**config.mk**
```make
export PLATFORM = sky130hd
export DESIGN_NAME = fetch_requester
export DESIGN_NICKNAME = d
export VERILOG_FILES = /design/src/rtl/fetch_requester_pkg.sv /design/src/rtl/fetch_buffer.sv /design/src/rtl/fetch_requester.sv
export SDC_FILE = /design/constraint.sdc
export NUM_CORES = 1
export LEC_CHECK = 0
export CELL_PAD_IN_SITES_DETAIL_PLACEMENT = 2
export CELL_PAD_IN_SITES_GLOBAL_PLACEMENT = 2
export CORE_ASPECT_RATIO = 1.4
export CORE_MARGIN = 2
export CORE_UTILIZATION = 33
export CTS_CLUSTER_DIAMETER = 80
export DETAILED_ROUTE_END_ITERATION = 6
export GPL_TIMING_DRIVEN = 0
export HOLD_SLACK_MARGIN = 0.02
export PLACE_DENSITY_LB_ADDON = 0.15
export REMOVE_ABC_BUFFERS = 1
export SLEW_MARGIN = 30
export SYNTH_ARGS = -nofsm -noshare
export SYNTH_HDL_FRONTEND = slang
export SYNTH_HIERARCHICAL = 1
export SYNTH_SLANG_ARGS = --single-unit
```
**constraint.sdc**
```tcl
create_clock -name clock -period 2.7 [get_ports clock]
set_input_delay 0.54 -clock clock [delete_from_list [all_inputs] [get_ports clock]]
set_output_delay 0.54 -clock clock [all_outputs]
set_load 0.01 [all_outputs]
```
**src/rtl/fetch_requester_pkg.sv**
```systemverilog
// Shared widths, reset defaults and entry layout for the instruction fetch requester.
package fetch_requester_pkg;

    localparam int          XLEN             = 32;
    localparam int          INSTR_BYTES      = 4;
    localparam logic [31:0] RESET_PC_DEFAULT = 32'h0100_0000;
    localparam int          ENTRY_W          = 2 * XLEN;

    typedef struct packed {
        logic [XLEN-1:0] pc;
        logic [XLEN-1:0] word;
    } fetch_entry_t;

    function automatic logic [XLEN-1:0] align_pc(input logic [XLEN-1:0] addr);
        return {addr[XLEN-1:2], 2'b00};
    endfunction

endpackage

```
**src/rtl/fetch_buffer.sv**
```systemverilog
// Small synchronous FIFO holding fetched {pc, word} entries; flush empties it in one cycle.
module fetch_buffer #(
    parameter int DATA_W    = 64,
    parameter int BUF_DEPTH = 2,
    localparam int PTR_W    = $clog2(BUF_DEPTH),
    localparam int CNT_W    = PTR_W + 1
) (
    input  logic              clock,
    input  logic              reset_n,
    input  logic              push,
    input  logic              pop,
    input  logic              flush,
    input  logic [DATA_W-1:0] data_in,
    output logic [DATA_W-1:0] data_out,
    output logic [CNT_W-1:0]  count
);

    logic [DATA_W-1:0] storage [BUF_DEPTH];
    logic [PTR_W-1:0]  rd_ptr;
    logic [PTR_W-1:0]  wr_ptr;

    // Storage is cleared on reset so the head reads as zero out of reset.
    always_ff @(posedge clock or negedge reset_n) begin
        if (!reset_n) begin
            rd_ptr <= '0;
            wr_ptr <= '0;
            count  <= '0;
            for (int i = 0; i < BUF_DEPTH; i++) begin
                storage[i] <= '0;
            end
        end else if (flush) begin
            rd_ptr <= '0;
            wr_ptr <= '0;
            count  <= '0;
        end else begin
            if (push) begin
                storage[wr_ptr] <= data_in;
                wr_ptr          <= wr_ptr + PTR_W'(1);
            end
            if (pop) begin
                rd_ptr <= rd_ptr + PTR_W'(1);
            end
            case ({push, pop})
                2'b10:   count <= count + CNT_W'(1);
                2'b01:   count <= count - CNT_W'(1);
                default: count <= count;
            endcase
        end
    end

    assign data_out = storage[rd_ptr];

endmodule

```
**src/rtl/fetch_requester.sv**
```systemverilog
// Instruction fetch initiator: owns the PC, reads one word per cycle and queues it for decode.
module fetch_requester
    import fetch_requester_pkg::*;
#(
    parameter logic [31:0] RESET_PC  = RESET_PC_DEFAULT,
    parameter int          BUF_DEPTH = 2
) (
    input  logic        clock,
    input  logic        reset_n,
    output logic [31:0] mem_address,
    output logic        mem_read_write,
    output logic [31:0] mem_data_out,
    input  logic [31:0] mem_data_in,
    input  logic        redirect_valid,
    input  logic [31:0] redirect_pc,
    output logic        instr_valid,
    input  logic        instr_ready,
    output logic [31:0] instr,
    output logic [31:0] instr_pc
);

    localparam int CNT_W = $clog2(BUF_DEPTH) + 1;

    logic [XLEN-1:0]  pc;
    logic [CNT_W-1:0] count;
    logic             pop;
    logic             full;
    logic             fetch_en;
    fetch_entry_t     push_entry;
    fetch_entry_t     head_entry;

    assign pop      = instr_valid && instr_ready;
    assign full     = (count == CNT_W'(BUF_DEPTH));
    // A pop frees a slot in the same cycle, so a full buffer still fetches when decode drains.
    assign fetch_en = !redirect_valid && (!full || pop);

    assign push_entry.pc   = pc;
    assign push_entry.word = mem_data_in;

    always_ff @(posedge clock or negedge reset_n) begin
        if (!reset_n) begin
            pc <= RESET_PC;
        end else if (redirect_valid) begin
            pc <= align_pc(redirect_pc);
        end else if (fetch_en) begin
            pc <= pc + XLEN'(INSTR_BYTES);
        end
    end

    fetch_buffer #(
        .DATA_W    (ENTRY_W),
        .BUF_DEPTH (BUF_DEPTH)
    ) u_fetch_buffer (
        .clock    (clock),
        .reset_n  (reset_n),
        .push     (fetch_en),
        .pop      (pop),
        .flush    (redirect_valid),
        .data_in  (push_entry),
        .data_out (head_entry),
        .count    (count)
    );

    assign instr_valid    = (count != '0);
    assign instr          = head_entry.word;
    assign instr_pc       = head_entry.pc;
    assign mem_address    = pc;
    assign mem_read_write = 1'b0;
    assign mem_data_out   = '0;

endmodule

```
==> metrics.sh <==
STATUS='complete, no violations'
GRT.OVERFLOW.TOTAL=0
MAX_CAP_VIOLATIONS=0
POST-LAYOUT-TOTAL-POWER_mW=9.17
MAX_FREQ_GHz=0.387
CRIT_PATH_END_KIND='flop'
POSTLAYOUTSETUPSLACKWORST_NS=0.115
SETUP_VIOL_COUNT_FINAL=0
H-TREE-DEPTH=4
CP-START-KIND='input pin'
COREAREA_MM2=0.0244
MIN_PATH_TYPE='reg2reg'
CLOCK_TREE_FROM_TRITONCTS='done'
FIRST_ITERATION_DETAILED_ROUTING_DRC_COUNT=165
R2R-END='mem_address[28]$_DFFE_PN0P_'
TIMING.REG2REG.WORST_PATH_DEPTH=4
SYNTH-EDFF-COUNT=0
SYNTH_TOP_AREA_SHARE_PCT=49.5
REPORT.FINAL.SLEW_VIOL_COUNT=0
AREA_OF_THE_DIE_MM2=0.0259
HOLD_DEPTH=1
SHARE_CLK_OF_TOTAL_POWER_PCT=26.8
ANTENNA-DIODE-COUNT=0
SEQ_POWER_SHARE_PCT=39.7
FINAL_LAYOUT_SIZE_SUFFIX_GT1_SHARE_PCT=33.5
PLACE_HPWL_UM=15500
CRIT_START='instr_ready'
CLOCK-SKEW-FINAL_NS=0.00787
SYNTH.AVG_CELL_AREA_UM2=13.4
NUMBER_OF_FLIP_FLOPS_AND_LATCHES_IN_THE_SYNTHESIZED_NETLIST=162
MIN_TO='u_fetch_buffer/storage[1]$_DFFE_PN0P_'
ANTENNA_VIOLATIONS_BEFORE_REPAIR=0
WORST_SKEW_PAIR.LATE_LATENCY_NS=0.42
FINISH.CELL_COUNT_WITHOUT_FILLERS=1107
NUM-NETS-FINAL=848
SYN_AREA_MM2=0.00813
POST-PLACE-WS_NS=-0.959
SYNTHCELLS=608
POWER_REPORT.INTERNAL_TOTAL_mW=6.57
STATIC-LEAKAGE-POWER_nW=4.42
TOTAL_SWITCHING_POWER_mW=2.60
INITIAL_CORE_UTIL_PCT=33.3
P_COMB_SHARE_PCT=33.4
SYNTHARSTFLOPSHARE_PCT=100
GRT_SETUP_UNREPAIRED='yes'
ROUTE.DETAILED.VIAS_PER_INST=4.89
PLACEMENTROWS=68
YS_TOP_CELLS_BY_AREA='sky130_fd_sc_hd__dfrtp_1 50%, sky130_fd_sc_hd__mux2_2 18%, sky130_fd_sc_hd__mux2_4 11%, sky130_fd_sc_hd__buf_4 3.3%, sky130_fd_sc_hd__buf_12 1.5%'
VIA_COUNT_OF_THE_FIRST_GLOBAL_ROUTING_PASS=6194
AREA_GROWTH_SYN_TO_LAYOUT_PCT=31.0
FINAL_MIN_PERIOD_OVER_CLOCK_PERIOD_PCT=95.7
CTS-ROOT-TO-SINK-BUFFERS=2
GRT_MAX_DEGREE=69
NETSWITCHINGFRACTION_PCT=28.3
DIE_HEIGHT_UM=190
WORST_REG2REG_STARTPOINT='mem_address[4]$_DFFE_PN0P_'
SYNTHFLOPTYPE='sky130_fd_sc_hd__dfrtp_1'
POWER-PER-CELL-AREA_mW_PER_MM2=861
ARRIVAL_NS=2.89
SYNTH.YOSYS.SEQ_AREA_SHARE_PCT=49.9
DIE_W_UM=137
IO-PIN-COUNT=198
CTS_ROOT_BUF='sky130_fd_sc_hd__clkbuf_16'
CTS_INSERTED_BUFFERS=17
DRC=0
PLACED_CELLS_INCL_TAPS=1068
GRT_USE_TOTAL_PCT=17.7
YOSYS_WARNINGS=6
NUMBER_OF_PORT_BUFFERS=160
YOSYS.AREA.TOP_TYPE='sky130_fd_sc_hd__dfrtp_1'
CTS_SINKS=162
SYNTH.MOST_COMMON_CELL='sky130_fd_sc_hd__dfrtp_1'
REG2REG_SETUP_SLACK_NS=0.16
POST_SYNTH_MOST_FREQUENT_CELLS='161 x sky130_fd_sc_hd__dfrtp_1, 132 x sky130_fd_sc_hd__mux2_2, 60 x sky130_fd_sc_hd__mux2_4'
WL_PER_CELL_UM=19.8
FINAL_ROUTED_WIRELENGTH_ACROSS_ALL_METAL_LAYERS_UM=21900
FINALHOLDVIOLATIONS=0
ROUTE.ANTENNA.REMAINING_NETS=0
MAX_SLEW.WORST_PIN.SLEW_NS=0.624
PLACE_CONGESTION=0.712
POWER.IR.VDD_WORST_uV=493
FINAL.MIN_CLOCK_PERIOD_NS=2.58
YS_TYPES=41
CLK_PIN_SLEW_WORST_PATHS_NS=0.06
WORST-PATH-MAX-FANOUT=10
CLASS_OF_THE_MOST_CRITICAL_SETUP_PATH='in2reg'
NUM_VIAS=5417
DETAIL_ROUTE.FIRST_PASS.ITERATIONS=4
GLOBAL_ROUTE_WIRE_LENGTH_BEFORE_REPAIR_UM=35500
MIN-DELAY-START='u_fetch_buffer/storage[1]$_DFFE_PN0P_'
CRIT_REQUIRED_NS=3.01
MAX_SLEW_MARGIN_PCT=58.4
area by class of cell:
| cell class | count | area (µm²) |
|---|---|---|
| inverters | 9 | 33.8 |
| clock inverters | 11 | 129 |
| fillers | 2442 | 13800 |
| clock buffers | 21 | 470 |
| well taps | 315 | 394 |
| multi-input cells | 403 | 3640 |
| flip-flops and latches | 162 | 4060 |
| repair buffers | 186 | 1930 |
per-stage QoR:
| stage | TNS (ns) | area [µm²] | hold slack [ns] | utilization [%] |
|---|---|---|---|---|
| after detailed placement | -61.85 | 9980 | 0.481 | 40.9 |
| after global placement | -1660.52 | 9690 | 0.481 | 39.7 |
| after global routing | -0.128 | 10700 | 0.519 | 43.6 |
| after floorplan | -247.21 | 7690 | 0.244 | - |
| after CTS | 0 | 10600 | 0.506 | 43.4 |
| final | 0 | 10700 | 0.501 | 43.6 |
logic make-up (layout without fill, tap and decap cells):
group	after synthesis	after routing	synth area share (%)
AND/OR/NAND/NOR	108	108	7.58
multiplexers	193	193	29.5
other	1	39	0.0461
adder cells (fa/ha/maj)	1	1	0.154
buffers and inverters	81	227	7.57
flip-flops	162	162	49.9
AO/OA/AOI/OAI	49	49	3.91
XOR/XNOR	13	13	1.40
critical path, cell delays in order:
cell and delay (ns):
sky130_fd_sc_hd__clkdlybuf4s50_1 0.55, sky130_fd_sc_hd__nor3b_4 0.09, sky130_fd_sc_hd__buf_4 0.19, sky130_fd_sc_hd__nor2_4 0.16, sky130_fd_sc_hd__nor3b_4 0.27, sky130_fd_sc_hd__buf_8 0.19, sky130_fd_sc_hd__buf_6 0.20, sky130_fd_sc_hd__buf_8 0.18
sky130_fd_sc_hd__buf_6 0.18, sky130_fd_sc_hd__mux2_4 0.32
routing by layer:
layer / part of all wire [%] / GRT usage, %
met5: 0 / 0
met4: 0.97 / 4.85
met3: 4.4 / 3.86
met2: 55 / 32.3
met1: 40 / 20.7
how the worst max path moves through the flow:
stage	end	slack, ns	cells past startpoint
floorplan	u_fetch_buffer/storage[92]$_DFFE_PN0P_	-2.84	4
global placement	u_fetch_buffer/storage[95]$_DFFE_PN0P_	-6.31	4
detailed placement	u_fetch_buffer/storage[74]$_DFFE_PN0P_	-0.96	10
CTS	instr_pc[24]	0.02	4
global route	mem_address[22]$_DFFE_PN0P_	-0.04	4
finish	u_fetch_buffer/storage[74]$_DFFE_PN0P_	0.12	10
registers in the layout, summed over array words and instances (netlist names):
register and flops:
u_fetch_buffer/count 2, u_fetch_buffer/storage 128, mem_address 30, u_fetch_buffer/rd_ptr 1, u_fetch_buffer/wr_ptr 1
placed cells by master, fill, tap and decap left out, drive strengths merged, types with 2 or more instances in the layout:
master | netlist | final
clkinvlp | 0 | 2
clkdlybuf4s50 | 0 | 158
o41ai | 5 | 5
xnor2 | 10 | 10
a31oi | 18 | 18
nand2 | 20 | 20
buf | 61 | 27
xor2 | 3 | 3
clkinv | 0 | 6
dfrtp | 161 | 161
nor3b | 4 | 4
conb | 1 | 39
nand3 | 9 | 9
or3 | 4 | 4
and3 | 2 | 2
bufinv | 0 | 2
inv | 9 | 10
o21ai | 14 | 14
nor2 | 23 | 23
nand4 | 9 | 9
nor3 | 3 | 3
mux2 | 192 | 192
o31ai | 11 | 11
or2 | 3 | 3
or4 | 14 | 14
clkbuf | 11 | 21
nor4 | 7 | 7
and2 | 2 | 2
or4b | 5 | 5
power groups by stage:
| stage | Clock, mW | Combinational, mW | Sequential (mW) |
|---|---|---|---|
| after floorplan | 0 | 1.71 | 3.57 |
| after global placement | 0 | 2.92 | 3.69 |
| after detailed placement | 0 | 3.04 | 3.72 |
| after CTS | 2.56 | 3.12 | 3.65 |
| after global routing | 2.64 | 3.31 | 3.76 |
| final | 2.46 | 3.07 | 3.64 |
what timing repair did:
action,in CTS,in global routing
pin swaps,0,1
hold endpoints to repair,7,0
resized for setup,1,5
hold buffers,1,0
setup buffers,4,3
setup endpoints to repair,90,54
(Power assumes the default switching activity.)
